**config.mk**
```make
export PLATFORM = sky130hd
export DESIGN_NAME = or_rn_2ph_sync
export DESIGN_NICKNAME = d
export VERILOG_FILES = /design/src/rtl/or_rn_2ph_sync.sv
export SDC_FILE = /design/constraint.sdc
export NUM_CORES = 1
export LEC_CHECK = 0
export ABC_CLOCK_PERIOD_IN_PS = 2200
export BUFFER_PORTS_ARGS = -buffer_cell sky130_fd_sc_hd__buf_2
export CORE_UTILIZATION = 53
export CTS_CLUSTER_DIAMETER = 120
export CTS_CLUSTER_SIZE = 40
export DETAILED_ROUTE_END_ITERATION = 10
export HOLD_SLACK_MARGIN = 0.08
export PLACE_DENSITY = 0.78
export REMOVE_ABC_BUFFERS = 1
export SLEW_MARGIN = 30
export SYNTH_ARGS = -nofsm -noshare
export SYNTH_HDL_FRONTEND = slang
export SYNTH_SLANG_ARGS = --single-unit
export TNS_END_PERCENT = 30
```
**constraint.sdc**
```tcl
create_clock -name clk -period 2.2 [get_ports clk]
set_clock_uncertainty 0.2 [all_clocks]
set_input_delay 0.44 -clock clk [delete_from_list [all_inputs] [get_ports clk]]
set_output_delay 0.44 -clock clk [all_outputs]
set_load 0.005 [all_outputs]
```
**src/rtl/or_rn_2ph_sync.sv**
```systemverilog
// or_rn_2ph_sync: N-port 2-phase request merge with OR or round-robin single-grant mode
module or_rn_2ph_sync #(
  parameter int N = 4,
  parameter int SYNC_STAGES = 2,
  parameter int MODE = 0
) (
  input  logic         clk,
  input  logic         rstn,
  input  logic [N-1:0] r_in,
  output logic [N-1:0] a_out,
  output logic         r,
  input  logic         a,
  output logic [N-1:0] grant,
  output logic         busy
);
  localparam int PW = $clog2(N);
  localparam logic [0:0] IDLE = 1'b0;
  localparam logic [0:0] WAIT = 1'b1;
  logic [N-1:0] r_s, pending, sel;
  logic a_s;
  logic [0:0] state;
  logic [PW-1:0] ptr, ptr_nxt;
  generate
    if (SYNC_STAGES == 0) begin : g_nosync
      assign r_s = r_in;
      assign a_s = a;
    end else begin : g_sync
      logic [SYNC_STAGES-1:0][N:0] sr;
      always_ff @(posedge clk) begin
        if (!rstn) sr <= '0;
        else begin
          sr[0] <= {a, r_in};
          for (int i = 1; i < SYNC_STAGES; i++) sr[i] <= sr[i-1];
        end
      end
      assign {a_s, r_s} = sr[SYNC_STAGES-1];
    end
  endgenerate
  assign pending = r_s ^ a_out;
  assign busy = state;
  // Scan from the farthest offset down so the nearest pending port at or after ptr wins.
  always_comb begin
    int j;
    j = 0;
    sel = '0;
    ptr_nxt = ptr;
    for (int k = N - 1; k >= 0; k--) begin
      j = (int'(ptr) + k) % N;
      if (pending[j]) begin
        sel = '0;
        sel[j] = 1'b1;
        ptr_nxt = PW'((j + 1) % N);
      end
    end
  end
  always_ff @(posedge clk) begin
    if (!rstn) begin
      state <= IDLE;
      r <= 1'b0;
      a_out <= '0;
      grant <= '0;
      ptr <= '0;
    end else if (state == IDLE) begin
      if (|pending) begin
        grant <= (MODE != 0) ? sel : pending;
        ptr <= ptr_nxt;
        r <= ~r;
        state <= WAIT;
      end
    end else if (a_s == r) begin
      a_out <= a_out ^ grant;
      grant <= '0;
      state <= IDLE;
    end
  end
endmodule

```
==> results of run 1 <==
metrics by stage:
stage | setup slack [ps] | instances | area (µm²) | power, mW
floorplan | 751 | 65 | 729 | 0.482
global placement | 716 | 96 | 828 | 0.516
detailed placement | 661 | 96 | 828 | 0.521
CTS | 634 | 99 | 851 | 0.684
global route | 546 | 99 | 851 | 0.711
finish | 629 | 99 | 851 | 0.677
final cells by class:
class | count | share of cell area, %
inverters | 6 | 2.65
clock buffers | 3 | 2.65
repair buffers | 16 | 9.41
multi-input cells | 39 | 36.0
flip-flops and latches | 20 | 47.1
well taps | 15 | 2.21
state kept, by name (all words and copies together), names as in the netlist:
register   cells
g_sync.sr      9
a_out          4
grant          4
a_s            1
busy           1
r              1
metal layers:
metal  vias to the layer above  share of wire (%)
li1                        267                  -
met1                       239                 45
met2                        15                 49
met3                         2                5.2
met4                         0                1.0
met5                         -                  0
kinds of logic (layout without fill, tap and decap cells):
group / count (synthesis) / in the layout / synth area share (%)
compound gates: 15 / 15 / 18.0
flops: 20 / 20 / 54.2
simple gates: 18 / 18 / 15.3
mux: 1 / 1 / 1.36
buf+inv: 8 / 25 / 4.24
xor+xnor: 5 / 5 / 6.95
critical path, cell delays in order, from the launching register on:
cell and delay (ps):
sky130_fd_sc_hd__dfxtp_1 350, sky130_fd_sc_hd__xor2_1 210, sky130_fd_sc_hd__o41ai_4 510, sky130_fd_sc_hd__mux2i_1 240
power by group:
| part | leakage, nW | internal (mW) | switching [mW] |
|---|---|---|---|
| logic | 0.204 | 0.0473 | 0.0619 |
| clock network | 0.0138 | 0.0636 | 0.101 |
| registers | 0.164 | 0.386 | 0.0170 |
| total | 0.382 | 0.497 | 0.180 |
final timing paths:
path	slack (ps)	endpoint	cells past startpoint
worst max-delay path	630	r$_SDFFE_PN0P_	3
worst max register to register	630	r$_SDFFE_PN0P_	3
worst min register to register	240	g_sync.sr[5]$_SDFF_PN0_	1
worst min-delay path	140	g_sync.sr[1]$_SDFF_PN0_	2
cell usage in the layout, fill, tap and decap left out, types with 3 or more instances in the layout:
cell type / netlist / final
sky130_fd_sc_hd__xor2_1: 4 / 4
sky130_fd_sc_hd__a32o_1: 4 / 4
sky130_fd_sc_hd__or4_1: 4 / 4
sky130_fd_sc_hd__o31ai_1: 4 / 4
sky130_fd_sc_hd__inv_1: 6 / 6
sky130_fd_sc_hd__buf_2: 1 / 16
sky130_fd_sc_hd__and2_1: 10 / 10
sky130_fd_sc_hd__dfxtp_1: 20 / 20
sky130_fd_sc_hd__clkbuf_4: 0 / 3
sky130_fd_sc_hd__a21oi_1: 4 / 4
==> impl_metrics.env, run 1 <==
export IMPL_clock_fmax_mhz=636
export IMPL_syn_instance_count=67
export IMPL_end_kind="flop"
export IMPL_finalCoreUtilization_pct=65.4
export IMPL_clkTransAtPathRegs_ps=100
export IMPL_drt_first_pass_iters=5
export IMPL_drt_total_wl_um=1180
export IMPL_clock_path_buffers=2
export IMPL_worst_pin_slew_ps=411
export IMPL_layout_drive_gt1_share_pct=25.0
export IMPL_hp_class="primary input to flop"
export IMPL_synth_main_ff_cell="sky130_fd_sc_hd__dfxtp_1"
export IMPL_worst_endpoint_arrival_ps=1590
export IMPL_routed_via_density=5.28
export IMPL_grt_max_degree=15
export IMPL_tritoncts_clock_tree="done"
export IMPL_regToRegStartpoint="a_out[2]$_SDFFE_PN0P_"
export IMPL_clockRootBuffer="sky130_fd_sc_hd__clkbuf_4"
export IMPL_clock_sinks=20
export IMPL_synth_cell_types=19
export IMPL_layout_area_overhead_vs_synth_pct=15.3
export IMPL_first_iter_violations=11
export IMPL_type_of_the_setup_path_with_the_least_slack="flop to flop"
export IMPL_ys_seq_elements=20
export IMPL_core_area_um2=1300
export IMPL_slew_headroom_pct=72.5
export IMPL_number_of_hold_repair_buffers_added_at_the_cts_stage=0
export IMPL_post_cts_resized=0
export IMPL_cp_start_kind="flop"
export IMPL_synth_enable_flop_cells=0
export IMPL_maxCapViolations=0
export IMPL_cts_buffers=3
export IMPL_die_area_um2=1550
export IMPL_grt_antenna_before_repair=0
export IMPL_num_nets_final=93
export IMPL_track_usage_pct=19.4
export IMPL_vias_in_the_first_global_route=456
export IMPL_finalCriticalPeriod_ps=1570
export IMPL_power_static_leakage_nw=0.382
export IMPL_finalSetupTns_ps=0
export IMPL_setup_worst_path_start="a_out[2]$_SDFFE_PN0P_"
export IMPL_slew_viol_final=0
export IMPL_global_route_peak_usage_layer="met2"
export IMPL_vias=523
export IMPL_ant_nets=0
export IMPL_holdCritStartpoint="r_in[1]"
export IMPL_post_synth_top_area_cell="sky130_fd_sc_hd__dfxtp_1"
export IMPL_die_extent_in_x_um=39.3
export IMPL_final_fill_count=119
export IMPL_route_detailed_drc=0
export IMPL_yosys_top_cells_count="sky130_fd_sc_hd__dfxtp_1, sky130_fd_sc_hd__and2_1, sky130_fd_sc_hd__inv_1"
export IMPL_ioPinCount=17
export IMPL_grt_setup_unrepaired="false"
export IMPL_port_buffer_count=16
export IMPL_synth_seq_area_share_pct=54.2
export IMPL_die_h_um=39.3
export IMPL_status="completed"
export IMPL_asyncSetResetFlopFracSynth_pct=0
export IMPL_wire_per_inst_um=11.9
export IMPL_postCtsSetupBuffers=0
export IMPL_diodes=0
export IMPL_gr_usage_met3_pct=5.68
export IMPL_yosysTopAreaCellShare_pct=54.2
export IMPL_cell_with_the_most_instances_after_synthesis="sky130_fd_sc_hd__dfxtp_1"
export IMPL_finalSetupViolations=0
export IMPL_gr_usage_met2_pct=32.1
export IMPL_power_per_cell_area_nw_per_um2=795
export IMPL_yosys_warnings=0
export IMPL_initial_utilization_pct=56.7
export IMPL_yosys_top_cells_area="sky130_fd_sc_hd__dfxtp_1, sky130_fd_sc_hd__and2_1, sky130_fd_sc_hd__a32o_1, sky130_fd_sc_hd__xor2_1, sky130_fd_sc_hd__o31ai_1"
export IMPL_globalplace_congestion=0.709
export IMPL_htree_num_levels=1
export IMPL_timing_hold_violations_final=0
export IMPL_syn_cell_area_um2=738
export IMPL_multi_input_area_um2=307
export IMPL_grt_pass1_wl_um=1930
export IMPL_number_of_standard_cell_rows_in_the_floorplan=13
export IMPL_total_overflow_reported_by_the_global_router=0
export IMPL_timing_final_crit_share_pct=71.4
export IMPL_cp_data_required_time_ps=2220
export IMPL_timing_critical_path_fanout_max=5
export IMPL_holdWs_ps=142
export IMPL_avgSynthCellArea_um2=11.0
export IMPL_ff_latch_area_um2=400
export IMPL_grt_util_met1_pct=21.1
export IMPL_vdd_drop_max_uv=526
export IMPL_clk_latency_ps=290
Note: power is estimated with default switching activity, not from simulation.
==> run 2: changes to the inputs <==
--- a/config.mk
+++ b/config.mk
@@ -5,14 +5,14 @@
 export SDC_FILE = /design/constraint.sdc
 export NUM_CORES = 1
 export LEC_CHECK = 0
-export ABC_CLOCK_PERIOD_IN_PS = 2200
+export ABC_CLOCK_PERIOD_IN_PS = 1500
 export BUFFER_PORTS_ARGS = -buffer_cell sky130_fd_sc_hd__buf_2
-export CORE_UTILIZATION = 53
+export CORE_UTILIZATION = 49
 export CTS_CLUSTER_DIAMETER = 120
 export CTS_CLUSTER_SIZE = 40
 export DETAILED_ROUTE_END_ITERATION = 10
 export HOLD_SLACK_MARGIN = 0.08
-export PLACE_DENSITY = 0.78
+export PLACE_DENSITY = 0.73
 export REMOVE_ABC_BUFFERS = 1
 export SLEW_MARGIN = 30
 export SYNTH_ARGS = -nofsm -noshare
==> constraint.sdc (replaced) <==
create_clock -name clk -period 1.5 [get_ports clk]
set_clock_uncertainty 0.2 [all_clocks]
set_input_delay 0.3 -clock clk [delete_from_list [all_inputs] [get_ports clk]]
set_output_delay 0.3 -clock clk [all_outputs]
set_load 0.005 [all_outputs]
==> impl_metrics.env, run 2 (synthesis results as in run 1) <==
export IMPL_status="complete, but fails checks"
export IMPL_violations="setup timing"
export IMPL_die_area_um2=1670
export IMPL_drt_first_pass_iters=4
export IMPL_end_kind="flop"
export IMPL_initial_utilization_pct=54.7
export IMPL_vdd_drop_max_uv=918
export IMPL_hp_class="primary input to flop"
export IMPL_vias_in_the_first_global_route=502
export IMPL_layout_drive_gt1_share_pct=35.1
export IMPL_htree_num_levels=1
export IMPL_clock_path_buffers=2
export IMPL_num_nets_final=105
export IMPL_final_setup_worst_slack_ps=-48.2
export IMPL_pre_cts_ws_ps=-39.5
export IMPL_clock_fmax_mhz=646
export IMPL_wire_per_inst_um=12.7
export IMPL_placed_cells_incl_taps=103
export IMPL_report_power_total_mw=1.11
export IMPL_clk_latency_ps=310
export IMPL_track_usage_pct=19.8
export IMPL_final_cell_mix="sky130_fd_sc_hd__dfxtp_1, sky130_fd_sc_hd__buf_2, sky130_fd_sc_hd__and2_1, sky130_fd_sc_hd__buf_4, sky130_fd_sc_hd__inv_1"
export IMPL_globalplace_congestion=0.737
export IMPL_finalCriticalPeriod_ps=1550
export IMPL_largest_reg_flops=9
export IMPL_final_common_cell="sky130_fd_sc_hd__dfxtp_1"
export IMPL_diodes=0
export IMPL_worst_pin_slew_ps=458
export IMPL_maxCapViolations=0
export IMPL_vias=584
export IMPL_clock_sinks=20
export IMPL_core_area_um2=1350
export IMPL_number_of_standard_cell_rows_in_the_floorplan=13
export IMPL_finish_cell_count_without_fillers=112
export IMPL_ff2ff_path_depth=3
export IMPL_cp_start_kind="flop"
export IMPL_grt_antenna_before_repair=0
export IMPL_timing_final_crit_share_pct=103
export IMPL_hold_path_cell_count=2
export IMPL_holdWs_ps=148
export IMPL_grt_setup_unrepaired="true"
export IMPL_finalCoreUtilization_pct=74.0
export IMPL_largest_registers="g_sync.sr (9), a_out (4), grant (4)"
export IMPL_detailed_place_area_um2=881
export IMPL_slew_headroom_pct=69.3
export IMPL_grt_max_degree=15
export IMPL_port_buffer_count=16
export IMPL_ant_nets=0
export IMPL_slew_viol_final=0
export IMPL_routed_via_density=5.21
export IMPL_type_of_the_setup_path_with_the_least_slack="flop to flop"
export IMPL_timing_critical_path_fanout_max=5
export IMPL_worst_endpoint_arrival_ps=1580
export IMPL_timing_hold_violations_final=0
export IMPL_first_iter_violations=9
export IMPL_total_overflow_reported_by_the_global_router=0
export IMPL_cts_buffers=3
export IMPL_finalSetupViolations=5
export IMPL_grt_pass1_wl_um=2080
export IMPL_route_detailed_drc=0
export IMPL_detailed_place_hpwl_um=986
export IMPL_layout_area_overhead_vs_synth_pct=35.3
export IMPL_die_h_um=40.8
export IMPL_clkTransAtPathRegs_ps=110
export IMPL_final_cell_area_um2=998
export IMPL_tritoncts_clock_tree="done"
export IMPL_cp_data_required_time_ps=1540
export IMPL_power_static_leakage_nw=0.451
export IMPL_drt_total_wl_um=1420
export IMPL_finalSetupTns_ps=-129
export IMPL_ioPinCount=17
export IMPL_power_per_cell_area_nw_per_um2=1110
export IMPL_postCtsSetupBuffers=0
export IMPL_die_extent_in_x_um=40.8
export IMPL_max_flop_register="g_sync.sr"
export IMPL_clockRootBuffer="sky130_fd_sc_hd__clkbuf_4"
==> run 2: cell types whose count changed in the layout (fill, tap and decap cells not counted), moves of 2 or more <==
cell,before,now
sky130_fd_sc_hd__dfxtp_2,0,2
sky130_fd_sc_hd__buf_4,0,7
sky130_fd_sc_hd__dfxtp_1,20,17
sky130_fd_sc_hd__dlygate4sd3_1,0,5
==> run 2: layout make-up <==
type / instances / area, µm²
sequential: 20 / 407
fill: 92 / 352
multi-input combinational: 39 / 332
timing repair buffer: 28 / 183
clock buffer: 4 / 36.3
inverter: 6 / 22.5
tap: 15 / 18.8
==> run 2: power breakdown <==
group	switching, mW	internal [mW]
clock network	0.160	0.148
registers	0.0241	0.565
logic	0.109	0.106
total	0.293	0.820
==> run 2: timing repair <==
action	in CTS	in global routing
hold endpoints to repair	5	0
pin swaps	0	4
setup endpoints to repair	5	10
hold buffers	5	0
gates resized for setup	0	7
==> run 2: critical path: stages (launching register included) <==
cell	delay [ps]
sky130_fd_sc_hd__dfxtp_4	380
sky130_fd_sc_hd__xor2_4	160
sky130_fd_sc_hd__o41ai_4	490
sky130_fd_sc_hd__mux2i_1	230
==> run 2: worst paths after layout <==
| kind | start | endpoint | slack, ps |
|---|---|---|---|
| worst max-delay path | a_out[0]$_SDFFE_PN0P_ | r$_SDFFE_PN0P_ | -50 |
| worst min-delay path | rstn | g_sync.sr[5]$_SDFF_PN0_ | 150 |
| worst max register to register | a_out[0]$_SDFFE_PN0P_ | r$_SDFFE_PN0P_ | -50 |
| worst min register to register | g_sync.sr[2]$_SDFF_PN0_ | g_sync.sr[7]$_SDFF_PN0_ | 240 |
==> run 2: per-layer routing <==
layer | global-route usage [%] | part of all wire, % | up-vias
met1 | 20.9 | 44 | 273
met2 | 34.4 | 50 | 15
met5 | 0 | 0 | -
met4 | 5.00 | 0.99 | 0
met3 | 9.78 | 5.1 | 2
li1 | - | - | 294
==> run 3: changes to the inputs <==
--- a/config.mk
+++ b/config.mk
@@ -5,7 +5,7 @@
 export SDC_FILE = /design/constraint.sdc
 export NUM_CORES = 1
 export LEC_CHECK = 0
-export ABC_CLOCK_PERIOD_IN_PS = 1500
+export ABC_CLOCK_PERIOD_IN_PS = 1450
 export BUFFER_PORTS_ARGS = -buffer_cell sky130_fd_sc_hd__buf_2
 export CORE_UTILIZATION = 49
 export CTS_CLUSTER_DIAMETER = 120
==> constraint.sdc (replaced) <==
create_clock -name clk -period 1.45 [get_ports clk]
set_clock_uncertainty 0.2 [all_clocks]
set_input_delay 0.29 -clock clk [delete_from_list [all_inputs] [get_ports clk]]
set_output_delay 0.29 -clock clk [all_outputs]
set_load 0.005 [all_outputs]
==> impl_metrics.env, run 3 (synthesis results as in run 1) <==
export IMPL_pre_cts_ws_ps=-32.6
export IMPL_clock_path_buffers=2
export IMPL_worst_pin_slew_ps=397
export IMPL_grt_max_degree=15
export IMPL_status="complete, but fails checks"
export IMPL_number_of_standard_cell_rows_in_the_floorplan=13
export IMPL_clk_latency_ps=300
export IMPL_timing_final_crit_share_pct=103
export IMPL_holdWs_ps=137
export IMPL_finalSetupViolations=5
export IMPL_tritoncts_clock_tree="done"
export IMPL_ant_nets=0
export IMPL_htree_num_levels=1
export IMPL_final_setup_worst_slack_ps=-44.1
export IMPL_clkTransAtPathRegs_ps=110
export IMPL_ioPinCount=17
export IMPL_total_overflow_reported_by_the_global_router=0
export IMPL_drt_total_wl_um=1490
export IMPL_largest_registers="g_sync.sr (9), a_out (4), grant (4)"
export IMPL_drt_first_pass_iters=4
export IMPL_timing_hold_violations_final=0
export IMPL_power_static_leakage_nw=0.469
export IMPL_routed_via_density=5.15
export IMPL_grt_antenna_before_repair=0
export IMPL_globalplace_congestion=0.727
export IMPL_clock_fmax_mhz=669
export IMPL_critical_path_cell_chain="xor2_2 -> o41ai_4 -> mux2i_1"
export IMPL_vdd_drop_max_uv=726
export IMPL_cts_buffers=3
export IMPL_first_iter_violations=7
export IMPL_layout_drive_gt1_share_pct=39.6
export IMPL_final_fill_count=98
export IMPL_end_kind="flop"
export IMPL_grt_pass1_wl_um=2270
export IMPL_worst_endpoint_arrival_ps=1530
export IMPL_num_nets_final=109
export IMPL_max_flop_register="g_sync.sr"
export IMPL_largest_reg_flops=9
export IMPL_die_area_um2=1670
export IMPL_power_per_cell_area_nw_per_um2=1140
export IMPL_final_cell_mix="sky130_fd_sc_hd__dfxtp_1, sky130_fd_sc_hd__buf_2, sky130_fd_sc_hd__buf_4, sky130_fd_sc_hd__and2_1"
export IMPL_wire_per_inst_um=12.9
export IMPL_cp_slowest_cell="sky130_fd_sc_hd__o41ai_4"
export IMPL_cpPeakStageDelay_ps=480
export IMPL_slew_headroom_pct=73.4
export IMPL_initial_utilization_pct=54.7
export IMPL_vias=597
export IMPL_port_buffer_count=16
export IMPL_finalCriticalPeriod_ps=1490
export IMPL_clock_sinks=20
export IMPL_hp_class="primary input to flop"
export IMPL_track_usage_pct=21.6
export IMPL_diodes=0
export IMPL_placed_cells_incl_taps=105
export IMPL_slew_viol_final=0
export IMPL_route_detailed_drc=0
export IMPL_die_h_um=40.8
export IMPL_report_power_total_mw=1.15
export IMPL_cp_data_required_time_ps=1490
export IMPL_finish_cell_count_without_fillers=116
export IMPL_type_of_the_setup_path_with_the_least_slack="flop to flop"
export IMPL_timing_critical_path_fanout_max=5
export IMPL_grt_setup_unrepaired="true"
export IMPL_violations="setup timing"
export IMPL_cp_start_kind="flop"
export IMPL_die_extent_in_x_um=40.8
export IMPL_layout_area_overhead_vs_synth_pct=37.8
export IMPL_maxCapViolations=0
export IMPL_core_area_um2=1350
export IMPL_vias_in_the_first_global_route=553
export IMPL_detailed_place_hpwl_um=1010
export IMPL_clockRootBuffer="sky130_fd_sc_hd__clkbuf_4"
[run 3: cell types whose count changed in the layout (fill, tap and decap cells not counted)]
cell and change:
sky130_fd_sc_hd__xor2_1 -1, sky130_fd_sc_hd__nor4_2 -1, sky130_fd_sc_hd__buf_4 +4, sky130_fd_sc_hd__dfxtp_4 -1, sky130_fd_sc_hd__xor2_2 +2, sky130_fd_sc_hd__dfxtp_1 -1, sky130_fd_sc_hd__dfxtp_2 +2, sky130_fd_sc_hd__nor4_1 +1
sky130_fd_sc_hd__inv_2 +1, sky130_fd_sc_hd__inv_1 -1, sky130_fd_sc_hd__xor2_4 -1
[run 3: path summary, 6_finish.rpt]
check / start / to / slack, ps / cells after the start
hold reg to reg: g_sync.sr[3]$_SDFF_PN0_ / g_sync.sr[8]$_SDFF_PN0_ / 240 / 1
hold / removal: rstn / g_sync.sr[5]$_SDFF_PN0_ / 140 / 2
setup / recovery: g_sync.sr[5]$_SDFF_PN0_ / r$_SDFFE_PN0P_ / -40 / 3
setup reg to reg: g_sync.sr[5]$_SDFF_PN0_ / r$_SDFFE_PN0P_ / -40 / 3
[run 3: worst max-delay path: cells and delay by family (launching register included)]
family / cells / cell delay, ps
flip-flops: 1 / 340
XOR/XNOR: 1 / 190
AO/OA/AOI/OAI: 1 / 480
multiplexers: 1 / 220
[run 3: layout make-up]
class | count | area, µm² | share of cell area [%]
Clock buffer | 4 | 36.3 | 3.57
Timing Repair Buffer | 32 | 213 | 20.9
Tap cell | 15 | 18.8 | 1.85
Sequential cell | 20 | 405 | 39.9
Multi-Input combinational cell | 39 | 322 | 31.6
Inverter | 6 | 22.5 | 2.21
[run 3: stage by stage]
stage                     cell area [µm²]  TNS [ps]  util (%)
final                                1020      -157      75.3
after CTS                             983      -191      72.8
after global placement                896         0      66.4
after floorplan                       729         0         -
after detailed placement              896      -157      66.4
after global routing                 1020      -728      75.3
[run 3: repair_timing]
action	CTS	global route
pin swaps	2	4
setup buffers	0	2
endpoints found under the setup margin	9	11
resized for setup	2	5
hold endpoints to repair	5	0
hold buffers	5	0
[run 3: where the power goes]
part / switching [mW] / internal, mW / total [mW]
clock: 0.164 / 0.153 / 0.318
combinational: 0.113 / 0.112 / 0.225
sequential: 0.0256 / 0.587 / 0.612
total: 0.303 / 0.852 / 1.15
[run 3: routing by layer]
metal | vias to the layer above | routed length [µm] | global-route usage, %
li1 | 300 | - | -
met1 | 277 | 700 | 22.2
met2 | 15 | 727 | 39.1
met3 | 5 | 36 | 4.89
met4 | 0 | 29 | 12.5
met5 | - | 0 | 0
